<file path="config.mk">
export PLATFORM = sky130hd
export DESIGN_NAME = calc_acc_ctrl
export DESIGN_NICKNAME = d
export VERILOG_FILES = /design/src/rtl/calc_pkg.sv /design/src/rtl/calc_ovf_detect.sv /design/src/rtl/calc_acc_ctrl.sv
export SDC_FILE = /design/constraint.sdc
export NUM_CORES = 1
export LEC_CHECK = 0
export ABC_AREA = 1
export BUFFER_PORTS_ARGS = -buffer_cell sky130_fd_sc_hd__buf_2
export CORE_MARGIN = 2
export CORE_UTILIZATION = 40
export DETAILED_ROUTE_END_ITERATION = 6
export PLACE_DENSITY_LB_ADDON = 0.08
export SLEW_MARGIN = 25
export SYNTH_ARGS = -nofsm -noshare
export SYNTH_HDL_FRONTEND = slang
export SYNTH_SLANG_ARGS = --single-unit
</file>
<file path="constraint.sdc">
create_clock -name CLK -period 2.65 [get_ports CLK]
set_input_delay 0.53 -clock CLK [delete_from_list [all_inputs] [get_ports CLK]]
set_output_delay 0.53 -clock CLK [all_outputs]
set_load 0.02 [all_outputs]
</file>
<file path="src/rtl/calc_pkg.sv">
// Shared definitions for the calculator accumulator stage.
//   DEFAULT_WIDTH : datapath width, must match the adder/subtractor stage
//   OP_*          : command opcodes carried on IN_OP
//   ST_*          : sequencing FSM state encoding
package calc_pkg;

  localparam int unsigned DEFAULT_WIDTH = 6;

  localparam logic [1:0] OP_LOAD  = 2'b00;
  localparam logic [1:0] OP_ADD   = 2'b01;
  localparam logic [1:0] OP_SUB   = 2'b10;
  localparam logic [1:0] OP_CLEAR = 2'b11;

  localparam logic [1:0] ST_IDLE  = 2'b00;
  localparam logic [1:0] ST_ISSUE = 2'b01;
  localparam logic [1:0] ST_WB    = 2'b10;

endpackage

</file>
<file path="src/rtl/calc_ovf_detect.sv">
// Two's-complement overflow detector for the adder/subtractor stage.
//   sign_a_i  : sign bit of operand A
//   sign_b_i  : sign bit of operand B
//   sign_r_i  : sign bit of the stage result
//   sub_sel_i : 1 when the stage computes A-B
//   ovf_o     : signed overflow of the operation
module calc_ovf_detect (
  input  logic sign_a_i,
  input  logic sign_b_i,
  input  logic sign_r_i,
  input  logic sub_sel_i,
  output logic ovf_o
);

  logic sign_b_eff;

  // Subtraction adds -B, so the effective B sign is inverted.
  assign sign_b_eff = sign_b_i ^ sub_sel_i;
  assign ovf_o      = (sign_a_i == sign_b_eff) && (sign_r_i != sign_a_i);

endmodule

</file>
<file path="src/rtl/calc_acc_ctrl.sv">
// Sequencing and accumulator stage around an external combinational
// adder/subtractor. Each accepted command presents A/B/SUB_SEL to the stage,
// waits one cycle for it to settle, then writes the result back.
//   CLK, RESET           : clock, async active-high reset
//   IN_VALID/IN_READY    : command handshake
//   IN_OP, IN_DATA       : opcode and operand
//   A_DATA, B_DATA       : registered operands to the adder/subtractor
//   SUB_SEL              : subtract-select to the adder/subtractor
//   ALU_RESULT           : adder/subtractor result
//   ACC                  : accumulator
//   OUT_VALID            : one-cycle pulse after each writeback
//   OVF, OVF_STICKY      : last-command overflow and accumulated overflow
module calc_acc_ctrl
  import calc_pkg::*;
#(
  parameter int unsigned WIDTH = DEFAULT_WIDTH
) (
  input  logic             CLK,
  input  logic             RESET,
  input  logic             IN_VALID,
  output logic             IN_READY,
  input  logic [1:0]       IN_OP,
  input  logic [WIDTH-1:0] IN_DATA,
  output logic [WIDTH-1:0] A_DATA,
  output logic [WIDTH-1:0] B_DATA,
  output logic             SUB_SEL,
  input  logic [WIDTH-1:0] ALU_RESULT,
  output logic [WIDTH-1:0] ACC,
  output logic             OUT_VALID,
  output logic             OVF,
  output logic             OVF_STICKY
);

  logic [1:0]       state_q, state_d;
  logic [1:0]       op_q, op_d;
  logic [WIDTH-1:0] acc_q, acc_d;
  logic [WIDTH-1:0] a_q, a_d;
  logic [WIDTH-1:0] b_q, b_d;
  logic             sub_q, sub_d;
  logic             ovf_q, ovf_d;
  logic             sticky_q, sticky_d;
  logic             out_valid_q, out_valid_d;
  logic             ovf_raw;
  logic             accept;

  calc_ovf_detect u_ovf_detect (
    .sign_a_i  (a_q[WIDTH-1]),
    .sign_b_i  (b_q[WIDTH-1]),
    .sign_r_i  (ALU_RESULT[WIDTH-1]),
    .sub_sel_i (sub_q),
    .ovf_o     (ovf_raw)
  );

  assign accept = (state_q == ST_IDLE) && IN_VALID;

  always_comb begin
    state_d = state_q;
    unique case (state_q)
      ST_IDLE:  if (IN_VALID) state_d = ST_ISSUE;
      ST_ISSUE: state_d = ST_WB;
      ST_WB:    state_d = ST_IDLE;
      default:  state_d = ST_IDLE;
    endcase
  end

  // Operand capture: B_DATA doubles as the latched operand used by LOAD.
  always_comb begin
    op_d  = op_q;
    a_d   = a_q;
    b_d   = b_q;
    sub_d = sub_q;
    if (accept) begin
      op_d  = IN_OP;
      a_d   = acc_q;
      b_d   = IN_DATA;
      sub_d = (IN_OP == OP_SUB);
    end
  end

  always_comb begin
    acc_d       = acc_q;
    ovf_d       = ovf_q;
    sticky_d    = sticky_q;
    out_valid_d = (state_q == ST_WB);
    if (state_q == ST_WB) begin
      unique case (op_q)
        OP_LOAD: begin
          acc_d = b_q;
          ovf_d = 1'b0;
        end
        OP_ADD, OP_SUB: begin
          acc_d    = ALU_RESULT;
          ovf_d    = ovf_raw;
          sticky_d = sticky_q | ovf_raw;
        end
        OP_CLEAR: begin
          acc_d    = '0;
          ovf_d    = 1'b0;
          sticky_d = 1'b0;
        end
        default: ;
      endcase
    end
  end

  always_ff @(posedge CLK or posedge RESET) begin
    if (RESET) begin
      state_q     <= ST_IDLE;
      op_q        <= OP_LOAD;
      acc_q       <= '0;
      a_q         <= '0;
      b_q         <= '0;
      sub_q       <= 1'b0;
      ovf_q       <= 1'b0;
      sticky_q    <= 1'b0;
      out_valid_q <= 1'b0;
    end else begin
      state_q     <= state_d;
      op_q        <= op_d;
      acc_q       <= acc_d;
      a_q         <= a_d;
      b_q         <= b_d;
      sub_q       <= sub_d;
      ovf_q       <= ovf_d;
      sticky_q    <= sticky_d;
      out_valid_q <= out_valid_d;
    end
  end

  assign IN_READY   = (state_q == ST_IDLE);
  assign A_DATA     = a_q;
  assign B_DATA     = b_q;
  assign SUB_SEL    = sub_q;
  assign ACC        = acc_q;
  assign OUT_VALID  = out_valid_q;
  assign OVF        = ovf_q;
  assign OVF_STICKY = sticky_q;

endmodule

</file>
==> flow_metrics.env, run 1 <==
export IMPL_synth_fp_nets=146
export IMPL_ant_nets=0
export IMPL_cts_made_buffers=3
export IMPL_cts_setup_buffers=0
export IMPL_die_x_um=59.5
export IMPL_rr_worst_depth=5
export IMPL_power_frac_comb_pct=45.1
export IMPL_wl_um=2240
export IMPL_fmax_mhz=613
export IMPL_netSwitchingFraction_pct=42.6
export IMPL_regToRegStartpoint="op_q[0]"
export IMPL_cts_hold_buf=0
export IMPL_post_drt_wl_per_cell_um=11.3
export IMPL_synth_edff_count=0
export IMPL_async_flop_share_pct=100
export IMPL_cts_resized=0
export IMPL_p_clk_share_pct=13.1
export IMPL_synth_simple_area_share_pct=18.9
export IMPL_row_count=20
export IMPL_antenna_found_initial=0
export IMPL_internal_power_w=0.000850
export IMPL_slew_viol_final=0
export IMPL_first_iter_violations=13
export IMPL_syn_inst=127
export IMPL_routabilityCongestion=0.736
export IMPL_post_route_util_pct=48.8
export IMPL_final_fill_count=284
export IMPL_route_detailed_drc=0
export IMPL_synth_fa_ha_area_share_pct=2.03
export IMPL_core_area_sq_um=2980
export IMPL_min_period_over_period_pct=61.5
export IMPL_synth_distinct_cells=20
export IMPL_htree_levels=1
export IMPL_antennaDiodeCount=0
export IMPL_finalSetupViolations=0
export IMPL_power_per_cell_area_nw_per_um2=1020
export IMPL_io_pins=40
export IMPL_clk_pin_slew_ns=0.13
export IMPL_nets=185
export IMPL_root_buffer="clkbuf_4"
export IMPL_synth_top_family_by_area="simple AND/OR/NAND/NOR gates"
export IMPL_die_height_um=59.5
export IMPL_clk_path_buf_depth=2
export IMPL_gr_total_overflow=0
export IMPL_p_leak_nw=0.789
export IMPL_syn_mean_instance_area_sq_um=9.68
export IMPL_start_kind="flip-flop"
export IMPL_worstPathArrival_ns=1.10
export IMPL_drive_gt1_share_pct=39.4
export IMPL_ys_warn_count=0
export IMPL_fin_skew_ns=0.00109
export IMPL_grt_pass1_wl_um=3860
export IMPL_synth_compound_area_share_pct=15.3
export IMPL_place_worst_setup_slack_ns=1.24
export IMPL_track_usage_pct=14.9
export IMPL_grt_max_degree=27
export IMPL_synth_area_sq_um=1230
export IMPL_worst_r2r_endpoint="OVF_STICKY"
export IMPL_dr_pass1_iters=4
export IMPL_finalPower_w=0.00148
export IMPL_rsz0062_at_grt="no"
export IMPL_clk_latency_ns=0.31
export IMPL_crit_path_end_kind="output pin"
export IMPL_slew_headroom_pct=75.9
export IMPL_setup_tns_ns=0
export IMPL_hold_path_class="input port to asynchronous set/reset pin"
export IMPL_hpwlAfterDp_um=1760
export IMPL_p_seq_share_pct=41.8
export IMPL_reg2reg_slack_ns=1.23
export IMPL_dieArea_sq_um=3530
export IMPL_maxCapViolations=0
export IMPL_synthXorXnorAreaFrac_pct=0
export IMPL_yosysSeqAreaShare_pct=52.9
export IMPL_synth_area_mux_share_pct=0
export IMPL_viasPerCell=4.66
export IMPL_fin_crit_ns=1.63
export IMPL_io_buffers=39
export IMPL_synthToLayoutAreaGrowth_pct=18.2
export IMPL_layout_setup_ws_ns=1.02
export IMPL_synth_seq_cells=26
export IMPL_tightest_slew_ns=0.362
export IMPL_path_class="flip-flop to output pin"
export IMPL_hold_viol=0
export IMPL_vias=922
export IMPL_grt_pass1_vias=861
export IMPL_initial_core_util_pct=41.3
export IMPL_synth_ff_type="dfrtp_1"
export IMPL_status="completed"
export IMPL_cts_tree="built"
export IMPL_switching_power_w=0.000630
export IMPL_crit_fanout=2
export IMPL_crit_required_ns=2.12
export IMPL_cts_sinks=26
export IMPL_peakVddDrop_mv=0.384
[power by group through the flow]
stage          logic [W]  registers [W]  clock network, W
6_report        0.000667       0.000618          0.000194
5_1_grt         0.000739       0.000643          0.000225
4_1_cts         0.000677       0.000621          0.000205
3_5_place_dp    0.000676       0.000630                 0
3_3_place_gp    0.000662       0.000629                 0
2_1_floorplan   0.000344       0.000777                 0
[layout by cell type (no fill, tap or decap)]
cell type / count
buf_2: 39
nand2_1: 32
dfrtp_1: 26
inv_1: 16
nand3_1: 9
o21ai_2: 5
a22oi_2: 5
nor2_1: 5
a21oi_2: 4
a21oi_1: 4
o21ai_0: 4
inv_2: 3
clkbuf_4: 3
ha_1: 2
nand2_4: 1
nor2_8: 1
inv_4: 1
nor2_4: 1
and3_1: 1
o22ai_1: 1
clkbuf_8: 1
buf_4: 1
[kinds of logic (layout without fill, tap and decap cells)]
| group | count (synthesis) | in the layout |
|---|---|---|
| AOI/OAI and AO/OA | 23 | 23 |
| adders and majority gates | 2 | 2 |
| buffers and inverters | 26 | 64 |
| DFF | 26 | 26 |
| and+or+nand+nor | 50 | 50 |
[how the worst max path moves through the flow]
stage               slack, ns  cells after the start         end  startpoint
CTS                      0.99                      4    IN_READY  state_q[1]
finish                   1.02                      4    IN_READY  state_q[1]
detailed placement       1.24                      5  OVF_STICKY     op_q[0]
global placement         1.28                      5  OVF_STICKY     op_q[0]
floorplan                1.44                      3    IN_READY  state_q[0]
global route             0.94                      4    IN_READY  state_q[1]
[registers in the layout, indices dropped and copies added (netlist names)]
signal	cells
OVF	1
B_DATA	6
OVF_STICKY	1
A_DATA	6
SUB_SEL	1
state_q	2
op_q	2
OUT_VALID	1
ACC	6
[through the flow]
step	hold WS (ns)	area [sq um]	std cells
floorplan	0.422	1230	127
global placement	0.433	1420	194
detailed placement	0.439	1420	194
CTS	0.248	1450	198
global route	0.252	1450	198
finish	0.245	1450	198
[cell type report]
| class | count | area [sq um] | share of cell area, % |
|---|---|---|---|
| Sequential cell | 26 | 651 | 44.8 |
| Multi-Input combinational cell | 75 | 445 | 30.6 |
| Tap cell | 33 | 41.3 | 2.84 |
| Clock buffer | 4 | 36.3 | 2.50 |
| Timing Repair Buffer | 40 | 203 | 13.9 |
| Inverter | 20 | 77.6 | 5.34 |
[per-layer routing]
layer | up-vias | share of wire, % | track usage, %
li1 | 477 | - | -
met1 | 419 | 48 | 20.2
met2 | 24 | 45 | 22.9
met3 | 2 | 6.1 | 3.28
met4 | 0 | 0.76 | 5.84
met5 | - | 0 | 0
[critical path: stages, from the launching register on]
cell	delay, ns
dfrtp_1	0.41
inv_2	0.10
nand2_4	0.08
inv_1	0.05
buf_2	0.15
[synth_stat cells, types with 2 or more instances]
cell,instances,area [sq um]
a21oi_1,4,20.0
a21oi_2,4,35.0
a22oi_2,5,62.6
buf_4,3,22.5
buf_6,3,33.8
dfrtp_1,26,651
ha_1,2,25.0
inv_1,16,60.1
inv_2,3,11.3
nand2_1,32,120
nand3_1,9,45.0
nor2_1,5,18.8
o21ai_0,4,20.0
o21ai_2,5,43.8
No activity file was read; power rests on OpenSTA's default activity.
==> run 2: changes to the inputs <==
clock period = 1.7 ns   (was 2.65 ns; I/O delays follow)
==> run 2 against run 1 <==
Combinational power is 54% higher. Non-clock buffer count unchanged. Final cell count is the same. Worst hold slack lost 0.20 ns. Count of clock-buffer cells in the layout down 1. First-iteration DRC count rose by 15%. Routed wire length down 1.7%. Global-route usage fell by 0.62 points. Sequential power up 56%.
==> flow_metrics.env, run 2 (synthesis results as in run 1) <==
export IMPL_drive_gt1_share_pct=39.4
export IMPL_setup_worst_path_start="state_q[1]"
export IMPL_clk_pin_slew_ns=0.14
export IMPL_initial_core_util_pct=41.3
export IMPL_switching_power_w=0.000982
export IMPL_critPathMaxStageDelay_ns=0.42
export IMPL_min_period_over_period_pct=85.4
export IMPL_dieArea_sq_um=3530
export IMPL_die_x_um=59.5
export IMPL_hold_viol=0
export IMPL_power_per_cell_area_nw_per_um2=1640
export IMPL_netSwitchingFraction_pct=40.7
export IMPL_htree_levels=1
export IMPL_crit_slowest_cell="dfrtp_1"
export IMPL_power_frac_comb_pct=42.5
export IMPL_worst_r2r_endpoint="OVF_STICKY"
export IMPL_clk_latency_ns=0.32
export IMPL_final_common_cell="buf_2"
export IMPL_path_class="flip-flop to output pin"
export IMPL_layout_setup_ws_ns=0.248
export IMPL_maxCapViolations=0
export IMPL_route_detailed_drc=0
export IMPL_hpwlAfterDp_um=1710
export IMPL_multiInputGateArea_sq_um=445
export IMPL_path_cells="inv_2, nand2_4, inv_1, buf_2"
export IMPL_synthToLayoutAreaGrowth_pct=19.5
export IMPL_start_kind="flip-flop"
export IMPL_track_usage_pct=14.2
export IMPL_final_fill_count=302
export IMPL_setup_tns_ns=0
export IMPL_peakVddDrop_mv=0.726
export IMPL_row_count=20
export IMPL_ant_nets=0
export IMPL_final_cell_mix="buf_2 (39), nand2_1 (32), dfrtp_1 (26)"
export IMPL_first_iter_violations=15
export IMPL_crit_required_ns=1.36
export IMPL_core_area_sq_um=2980
export IMPL_io_buffers=39
export IMPL_clk_path_buf_depth=2
export IMPL_grt_max_degree=27
export IMPL_cts_setup_buffers=0
export IMPL_stdcell_area_sq_um=1470
export IMPL_cts_made_buffers=3
export IMPL_place_area_sq_um=1420
export IMPL_reg2reg_slack_ns=0.31
export IMPL_routabilityCongestion=0.660
export IMPL_die_height_um=59.5
export IMPL_dr_pass1_iters=4
export IMPL_post_route_util_pct=49.4
export IMPL_gr_total_overflow=0
export IMPL_crit_fanout=2
export IMPL_rr_worst_depth=5
export IMPL_fin_crit_ns=1.45
export IMPL_fin_skew_ns=0.00479
export IMPL_slew_headroom_pct=77.9
export IMPL_io_pins=40
export IMPL_grt_pass1_vias=841
export IMPL_tightest_slew_ns=0.332
export IMPL_slew_viol_final=0
export IMPL_antenna_found_initial=0
export IMPL_antennaDiodeCount=0
export IMPL_p_clk_share_pct=17.4
export IMPL_endpoint="IN_READY"
export IMPL_seqCellArea_sq_um=651
export IMPL_wl_um=2200
export IMPL_cts_hold_buf=0
export IMPL_p_leak_nw=0.796
export IMPL_worstPathArrival_ns=1.11
export IMPL_fmax_mhz=689
export IMPL_vias=915
export IMPL_place_worst_setup_slack_ns=0.317
export IMPL_cts_resized=0
export IMPL_cts_sinks=26
export IMPL_cts_tree="built"
export IMPL_p_seq_share_pct=40.0
export IMPL_post_drt_wl_per_cell_um=11.1
export IMPL_status="completed"
export IMPL_internal_power_w=0.00143
export IMPL_regToRegStartpoint="op_q[0]"
export IMPL_rsz0062_at_grt="no"
export IMPL_crit_path_end_kind="output pin"
export IMPL_nets=185
export IMPL_root_buffer="clkbuf_4"
export IMPL_grt_pass1_wl_um=3750
export IMPL_viasPerCell=4.62
export IMPL_hold_path_class="input port to asynchronous set/reset pin"
export IMPL_finalSetupViolations=0
-- run 2: changes by cell type in the layout (fill, tap and decap cells not counted), sizes merged --
cell    previous run  this run
bufinv             0         1
clkbuf             4         3
-- run 2: through the flow --
step	total power, W	instances	hold WS [ns]
final	0.00241	198	0.0405
after global routing	0.00259	198	0.0463
after CTS	0.00245	198	0.0422
after detailed placement	0.00202	194	0.413
after global placement	0.00201	194	0.410
after floorplan	0.00175	127	0.380
-- run 2: worst max-delay path: cells and delay by family (launching register included) --
family                 cells  cell delay, ns
buffers and inverters      3            0.31
DFF                        1            0.42
and+or+nand+nor            1            0.08
-- run 2: power groups by stage --
stage / Combinational, W / Clock [W] / Sequential [W]
after floorplan: 0.000537 / 0 / 0.00121
after global placement: 0.00103 / 0 / 0.000979
after detailed placement: 0.00104 / 0 / 0.000986
after CTS: 0.00104 / 0.000438 / 0.000972
after global routing: 0.00113 / 0.000459 / 0.00100
final: 0.00103 / 0.000421 / 0.000966
-- run 2: area by class of cell --
cell class                 instances  area share [%]
multi-input combinational         75            30.3
sequential                        26            44.3
timing repair buffer              40            13.8
inverter                          20            5.28
tap                               33            2.81
clock buffer                       3            1.53
clock inverter                     1            2.04
-- run 2: worst min-delay path by stage --
stage	endpoint	slack, ns	startpoint	cells after the start
6_report	ACC[5]	0.04	RESET	3
5_1_grt	state_q[1]	0.05	RESET	3
4_1_cts	ACC[5]	0.04	RESET	3
3_5_place_dp	state_q[1]	0.41	RESET	3
3_3_place_gp	OUT_VALID	0.41	RESET	3
2_1_floorplan	ACC[0]	0.38	RESET	1
-- run 2: metal layers --
layer  vias up  part of all wire [%]  global-route usage [%]
li1        480                     -                       -
met1       405                    46                    18.4
met2        28                    46                    22.3
met3         2                   7.1                    5.46
met4         0                   1.0                    3.90
met5         -                     0                       0
